==> config.mk <==
export PLATFORM = sky130hd
export DESIGN_NAME = seg_scan_mux_flat
export DESIGN_NICKNAME = d
export VERILOG_FILES = /design/src/rtl/seg_pkg.sv /design/src/rtl/seg_scan_mux_if.sv /design/src/rtl/scan_tick_gen.sv /design/src/rtl/seg_scan_mux.sv /design/src/flat_wrapper.sv
export SDC_FILE = /design/constraint.sdc
export NUM_CORES = 1
export LEC_CHECK = 0
export ABC_AREA = 1
export BUFFER_PORTS_ARGS = -buffer_cell sky130_fd_sc_hd__buf_2
export CAP_MARGIN = 30
export CELL_PAD_IN_SITES_DETAIL_PLACEMENT = 0
export CELL_PAD_IN_SITES_GLOBAL_PLACEMENT = 1
export CORE_MARGIN = 4
export CORE_UTILIZATION = 35
export CTS_CLUSTER_DIAMETER = 60
export DETAILED_ROUTE_END_ITERATION = 12
export PLACE_DENSITY_LB_ADDON = 0.2
export SLEW_MARGIN = 20
export SYNTH_ARGS = -nofsm -noshare
export SYNTH_HDL_FRONTEND = slang
export SYNTH_SLANG_ARGS = --single-unit
export TNS_END_PERCENT = 50
==> constraint.sdc <==
create_clock -name clk_in -period 5 [get_ports clk_in]
set_clock_uncertainty 0.2 [all_clocks]
set_input_delay 0.5 -clock clk_in [delete_from_list [all_inputs] [get_ports clk_in]]
set_output_delay 0.5 -clock clk_in [all_outputs]
set_load 0.05 [all_outputs]
==> src/rtl/seg_pkg.sv <==
// Shared constants and helpers for the multi-digit scan driver.
package seg_pkg;

  localparam int NUM_DIGITS_DEF     = 4;
  localparam int REFRESH_DIV_DEF    = 50000;
  localparam int DEAD_CYCLES_DEF    = 2;
  localparam bit DIG_ACTIVE_LOW_DEF = 1'b1;

  // Widest display the driver supports; lz_mask works on this many nibbles.
  localparam int MAX_DIGITS = 8;

  // Bit k set means digit k is a leading zero: nibbles k..n-1 are all zero.
  // Digit 0 is never flagged so an all-zero value still shows one "0".
  function automatic logic [MAX_DIGITS-1:0] lz_mask(
    input logic [4*MAX_DIGITS-1:0] value,
    input int                      n
  );
    logic [MAX_DIGITS-1:0] mask;
    logic                  zero_above;
    mask       = '0;
    zero_above = 1'b1;
    for (int k = MAX_DIGITS - 1; k >= 1; k--) begin
      if (k < n) begin
        zero_above = zero_above & (value[4*k +: 4] == 4'h0);
        mask[k]    = zero_above;
      end
    end
    return mask;
  endfunction

endpackage

==> src/rtl/seg_scan_mux_if.sv <==
// Display-value bus between the value producer and the scan driver.
interface seg_scan_mux_if
  import seg_pkg::*;
#(
  parameter int NUM_DIGITS = NUM_DIGITS_DEF
);

  logic [4*NUM_DIGITS-1:0] i_value;
  logic                    i_load;
  logic                    i_blank_lz;
  logic [3:0]              o_nibble;
  logic [NUM_DIGITS-1:0]   o_dig_en;

  modport master (
    output i_value, i_load, i_blank_lz,
    input  o_nibble, o_dig_en
  );

  modport slave (
    input  i_value, i_load, i_blank_lz,
    output o_nibble, o_dig_en
  );

endinterface

==> src/rtl/scan_tick_gen.sv <==
// Slot counter and digit index for the scan driver; flags the dead-time
// window and the last cycle of a frame.
module scan_tick_gen
  import seg_pkg::*;
#(
  parameter int NUM_DIGITS  = NUM_DIGITS_DEF,
  parameter int REFRESH_DIV = REFRESH_DIV_DEF,
  parameter int DEAD_CYCLES = DEAD_CYCLES_DEF,
  parameter int IDX_W       = (NUM_DIGITS > 1) ? $clog2(NUM_DIGITS) : 1,
  parameter int PCNT_W      = (REFRESH_DIV > 1) ? $clog2(REFRESH_DIV) : 1
) (
  input  logic             clk_in,
  input  logic             rst_in,
  output logic [IDX_W-1:0] idx,
  output logic             slot_act,
  output logic             frame_bnd
);

  localparam logic [PCNT_W-1:0] PCNT_MAX = PCNT_W'(REFRESH_DIV - 1);
  localparam logic [PCNT_W-1:0] DEAD_V   = PCNT_W'(DEAD_CYCLES);
  localparam logic [IDX_W-1:0]  IDX_MAX  = IDX_W'(NUM_DIGITS - 1);

  logic [PCNT_W-1:0] pcnt;
  logic              pcnt_last;

  assign pcnt_last = (pcnt == PCNT_MAX);

  // Advance the slot counter every cycle; step to the next digit on its wrap.
  always_ff @(posedge clk_in) begin
    if (rst_in) begin
      pcnt <= '0;
      idx  <= '0;
    end else if (pcnt_last) begin
      pcnt <= '0;
      idx  <= (idx == IDX_MAX) ? '0 : idx + IDX_W'(1);
    end else begin
      pcnt <= pcnt + PCNT_W'(1);
    end
  end

  assign slot_act  = (pcnt >= DEAD_V);
  assign frame_bnd = pcnt_last && (idx == IDX_MAX);

endmodule

==> src/rtl/seg_scan_mux.sv <==
// Multi-digit scan driver feeding a registered 4-bit-to-7-segment encoder.
// Digit enables are delayed one extra cycle so they line up with the
// encoder's segment register.
module seg_scan_mux
  import seg_pkg::*;
#(
  parameter int NUM_DIGITS     = NUM_DIGITS_DEF,
  parameter int REFRESH_DIV    = REFRESH_DIV_DEF,
  parameter int DEAD_CYCLES    = DEAD_CYCLES_DEF,
  parameter bit DIG_ACTIVE_LOW = DIG_ACTIVE_LOW_DEF
) (
  input  logic          clk_in,
  input  logic          rst_in,
  seg_scan_mux_if.slave bus
);

  localparam int VAL_W = 4 * NUM_DIGITS;
  localparam int EXT_W = 4 * MAX_DIGITS;
  localparam int IDX_W = (NUM_DIGITS > 1) ? $clog2(NUM_DIGITS) : 1;
  localparam logic [NUM_DIGITS-1:0] DIG_OFF =
    DIG_ACTIVE_LOW ? {NUM_DIGITS{1'b1}} : {NUM_DIGITS{1'b0}};

  logic [IDX_W-1:0]      idx_p0;
  logic                  slot_act_p0;
  logic                  frame_bnd_p0;
  logic [VAL_W-1:0]      shadow;
  logic [VAL_W-1:0]      frame;
  logic [EXT_W-1:0]      frame_ext;
  logic [MAX_DIGITS-1:0] lz_all;
  logic                  unused_lz;
  logic [NUM_DIGITS-1:0] blank_p0;
  logic [NUM_DIGITS-1:0] req_p0;
  logic [3:0]            nib_p1;
  logic [NUM_DIGITS-1:0] en_p1;
  logic [NUM_DIGITS-1:0] dig_en_p2;

  scan_tick_gen #(
    .NUM_DIGITS  (NUM_DIGITS),
    .REFRESH_DIV (REFRESH_DIV),
    .DEAD_CYCLES (DEAD_CYCLES),
    .IDX_W       (IDX_W)
  ) u_tick (
    .clk_in    (clk_in),
    .rst_in    (rst_in),
    .idx       (idx_p0),
    .slot_act  (slot_act_p0),
    .frame_bnd (frame_bnd_p0)
  );

  // Capture every load so it is waiting for the next frame boundary.
  always_ff @(posedge clk_in) begin
    if (rst_in) begin
      shadow <= '0;
    end else if (bus.i_load) begin
      shadow <= bus.i_value;
    end
  end

  // Swap the displayed value only between frames; a load on the boundary
  // cycle itself goes straight in so it is not delayed a whole frame.
  always_ff @(posedge clk_in) begin
    if (rst_in) begin
      frame <= '0;
    end else if (frame_bnd_p0) begin
      frame <= bus.i_load ? bus.i_value : shadow;
    end
  end

  // Blanking follows what is on display, not what is pending.
  assign frame_ext = EXT_W'(frame);
  assign lz_all    = lz_mask(frame_ext, NUM_DIGITS);
  assign unused_lz = |(lz_all >> NUM_DIGITS);
  assign blank_p0  = bus.i_blank_lz ? lz_all[NUM_DIGITS-1:0] : '0;

  // One-hot, active-high request for the digit owning the current slot.
  always_comb begin
    req_p0 = '0;
    for (int k = 0; k < NUM_DIGITS; k++) begin
      if ((idx_p0 == IDX_W'(k)) && slot_act_p0 && !blank_p0[k]) begin
        req_p0[k] = 1'b1;
      end
    end
  end

  // p0 -> p1: nibble to the encoder, enable request held back one stage.
  // p1 -> p2: enables leave aligned with the encoder's registered segments.
  always_ff @(posedge clk_in) begin
    if (rst_in) begin
      nib_p1    <= 4'h0;
      en_p1     <= '0;
      dig_en_p2 <= DIG_OFF;
    end else begin
      nib_p1    <= frame[4*idx_p0 +: 4];
      en_p1     <= req_p0;
      dig_en_p2 <= en_p1 ^ DIG_OFF;
    end
  end

  assign bus.o_nibble = nib_p1;
  assign bus.o_dig_en = dig_en_p2;

endmodule

==> src/flat_wrapper.sv <==
// flat-port wrapper written by rule: the top's interface ports become plain ports
module seg_scan_mux_flat import seg_pkg::*;
#(
  parameter int NUM_DIGITS     = NUM_DIGITS_DEF,
  parameter int REFRESH_DIV    = REFRESH_DIV_DEF,
  parameter int DEAD_CYCLES    = DEAD_CYCLES_DEF,
  parameter bit DIG_ACTIVE_LOW = DIG_ACTIVE_LOW_DEF
)
  (clk_in, rst_in, bus_i_value, bus_i_load, bus_i_blank_lz, bus_o_nibble, bus_o_dig_en);
  seg_scan_mux_if #(.NUM_DIGITS(NUM_DIGITS)) bus_i ();
  input  logic clk_in;
  input  logic rst_in;
  input wire logic [$bits(bus_i.i_value)-1:0] bus_i_value;
  input wire logic [$bits(bus_i.i_load)-1:0] bus_i_load;
  input wire logic [$bits(bus_i.i_blank_lz)-1:0] bus_i_blank_lz;
  output wire logic [$bits(bus_i.o_nibble)-1:0] bus_o_nibble;
  output wire logic [$bits(bus_i.o_dig_en)-1:0] bus_o_dig_en;
  assign bus_i.i_value = bus_i_value;
  assign bus_i.i_load = bus_i_load;
  assign bus_i.i_blank_lz = bus_i_blank_lz;
  assign bus_o_nibble = bus_i.o_nibble;
  assign bus_o_dig_en = bus_i.o_dig_en;
  seg_scan_mux #(.NUM_DIGITS(NUM_DIGITS), .REFRESH_DIV(REFRESH_DIV), .DEAD_CYCLES(DEAD_CYCLES), .DIG_ACTIVE_LOW(DIG_ACTIVE_LOW)) u_core (.clk_in(clk_in), .rst_in(rst_in), .bus(bus_i));
endmodule
==> flow_summary_export.csv <==
group,metric,value,unit
detailed_routing,ant_nets,0,
min_path,hold_depth,1,
cts,cts_tree,"yes",
placement,place.port_buffers,27,
worst_setup_path,cp.required,5.01,ns
logic_synthesis,synth_enable_flop_cells,0,
cts,cts-hold-fix-buffers,0,
global_routing,grt_pass1_wl,9949,um
logic_synthesis,synth_fa_ha_area_frac,0.02705,
finish,finish.utilization,0.4101,
finish,fill_cells,827,
logic_synthesis,synth_seq_cells,62,
finish,area_growth,14.20,%
timing,rsz0062_at_grt,"no",
timing,finalHoldWorstSlack,0.1697,ns
placement,routabilityCongestion,0.7660,
run,maxCapViolations,0,
cts,clock_sink_count,62,
logic_synthesis,synth_xor_area_frac,0.01894,
finish,seq_area,0.001241,mm^2
floorplanning,start_util,0.3591,
placement,place_area,0.002970,mm^2
detailed_routing,vias_per_cell,4.405,
detailed_routing,drc,0,
global_routing,antenna_found_initial,0,
cts,post_cts_buffers,0,
detailed_routing,vias,2339,
cts,h-tree-depth,3,
finish,fin_nets,450,
logic_synthesis,synth_nets,426,
global_routing,grt-ovfl-total,0,
worst_setup_path,crit_buf_inv,0,
logic_synthesis,async_reset_ff_frac,0,
worst_setup_path,rr_worst_depth,6,
logic_synthesis,synth.distinct_cells,27,
floorplanning,rows,32,
worst_setup_path,cp_top_family,"simple AND/OR/NAND/NOR gates",
global_routing,grt_max_degree,33,
floorplanning,die_x,97.05,um
cts,cts-root-buf,"clkbuf_8",
logic_synthesis,syn_area_per_cell,6.938,um^2
detailed_routing,drt-total-wl,5769,um
logic_synthesis,yosys.area_share.simple,0.3124,
logic_synthesis,synth_seq_area_share,0.4472,
worst_setup_path,crit_type,"register to register",
logic_synthesis,ys.flop_type,"dfxtp_1",
logic_synthesis,yosysWarnings,0,
global_routing,grt.total_usage,0.1303,
power,irDropWorstVdd,0.1306,mV
power,powerDensity,317.2,mW/mm^2
floorplanning,die-area,0.009418,mm^2
timing,max_slew_margin,0.5476,
timing,drv_slew,0,
power,power.leakage,0.001390,uW
worst_setup_path,crit_cells,6,
worst_setup_path,max_stage_delay,0.41,ns
logic_synthesis,synth.most_common_cell,"nand2_1",
logic_synthesis,synth_compound_area_frac,0.08476,
timing,setup_viol,0,
cts,insertion_delay,0.34,ns
placement,hpwl,4132,um
detailed_routing,drtIter0Drc,77,
timing,period_needed,2.057,ns
cts,cts.repair.resized,0,
logic_synthesis,netlist_area,0.002775,mm^2
detailed_routing,wl_per_cell,10.86,um
logic_synthesis,synthMuxAreaShare,0,
floorplanning,die_y,97.05,um
detailed_routing,dr.pass1.iters,4,
worst_setup_path,cp.arrival,2.07,ns
floorplanning,io_pins,28,
cts,cts.path.max_buffers,2,
timing,fmax,486.1,MHz
logic_synthesis,synth_top_cell_by_area,"dfxtp_1",
status,status,"completed",
floorplanning,core,0.007727,mm^2
logic_synthesis,synth_top_family_by_area,"simple AND/OR/NAND/NOR gates",
finish,diodes,0,
cts,cts_made_buffers,9,
logic_synthesis,netlist_instances,400,
logic_synthesis,synth_top_area_share,0.4472,
worst_setup_path,slowest_stage,"nor2_4",
global_routing,grt_pass1_vias,2091,
worst_setup_path,cpMostUsedCell,"nand2_2",
logic_synthesis,synth_area_leaders,"dfxtp_1 (45%), nand2_1 (12%), nor2_1 (10%)",
worst_setup_path,end_kind,"register",
logic_synthesis,synthTopCellsByCount,"nand2_1 (91), nor2_1 (74), dfxtp_1 (62), inv_1 (59), o21ai_0 (28)",
worst_setup_path,cp-start-kind,"register",
finish,layout-drive-gt1-share,0.1212,
timing,tightestPinTransition,0.6786,ns
worst_setup_path,worstPathCellList,"ha_1 > nand3_2 > nor2_4 > nand2_2 > nand2_2 > nor2_1",
timing,hold_viol_final,0,
timing,finalCritPeriodShare,0.4115,
worst_setup_path,cp_max_fo,18,
finish,multiInputGateArea,0.001230,mm^2
min_path,min_path_type,"register to register",
cts,path_clk_slew,0.07,ns
finish,finalInstanceArea,0.003169,mm^2
timing,tns,0,ns
==> worst reg2reg max path: stages, from the launching register on <==
cell     delay [ns]
dfxtp_1        0.40
ha_1           0.22
nand3_2        0.16
nor2_4         0.41
nand2_2        0.16
nand2_2        0.30
nor2_1         0.09
==> layer usage <==
| layer | part of all wire | vias up | global-route usage |
|---|---|---|---|
| met5 | 0 | - | 0 |
| met4 | 0.012 | 0 | 0.04536 |
| met3 | 0.056 | 5 | 0.04470 |
| met2 | 0.38 | 49 | 0.1714 |
| met1 | 0.55 | 1000 | 0.1939 |
| li1 | - | 1285 | - |
==> logic make-up after synthesis <==
kind of cell / after synthesis
adder cells (fa/ha/maj): 6
AO/OA/AOI/OAI: 47
AND/OR/NAND/NOR: 202
buffers and inverters: 77
XOR/XNOR: 6
flip-flops: 62
==> cell usage in the layout, fill, tap and decap left out <==
cell type   instances
nand2_1            91
nor2_1             74
dfxtp_1            62
inv_1              59
o21ai_0            28
buf_2              27
nand4_1            19
a21oi_1            19
clkbuf_8           10
nand3_1             6
ha_1                6
xor2_1              4
clkinv_2            3
clkinv_1            2
inv_2               2
nor2_4              2
nand2_2             2
nor3_1              2
xnor2_1             2
nand3_2             1
nand3b_1            1
nand3_4             1
nor4_1              1
or2_0               1
or2_2               1
bufinv_16           1
clkinv_4            1
clkinvlp_4          1
==> worst paths after layout <==
path,end,slack [ns],startpoint
setup / recovery,u_core.u_tick.pcnt[8],2.94,u_core.u_tick.pcnt[1]
hold / removal,u_core.bus.o_dig_en[2],0.17,u_core.en_p1[2]
setup reg to reg,u_core.u_tick.pcnt[8],2.94,u_core.u_tick.pcnt[1]
hold reg to reg,u_core.bus.o_dig_en[2],0.17,u_core.en_p1[2]
==> cell type report <==
type,count,share of cell area
Clock buffer,10,0.04343
Clock inverter,6,0.01934
Inverter,63,0.07462
Multi-Input combinational cell,261,0.3881
Sequential cell,62,0.3916
Tap cell,102,0.04027
Timing Repair Buffer,27,0.04264
==> stage by stage <==
| stage | setup WS, ns | power (uW) | cells |
|---|---|---|---|
| floorplan | 3.315 | 557.1 | 400 |
| global placement | 2.938 | 574.8 | 515 |
| detailed placement | 2.925 | 575.2 | 515 |
| finish | 2.943 | 1005 | 531 |
| CTS | 2.920 | 1017 | 531 |
| global route | 2.719 | 1052 | 531 |
==> registers in the layout (all words and copies together) (netlist names) <==
signal,cells
u_core.u_tick.idx,2
u_core.bus.o_nibble,4
u_core.en_p1,4
u_core.frame,16
u_core.u_tick.pcnt,16
u_core.shadow,16
u_core.bus.o_dig_en,4
==> report_power, final <==
group	internal [uW]	switching [uW]	total, uW
sequential	506	4.60	510
clock	242	200	442
combinational	18.0	34.7	52.7
Power figures use the tool's default switching activity.
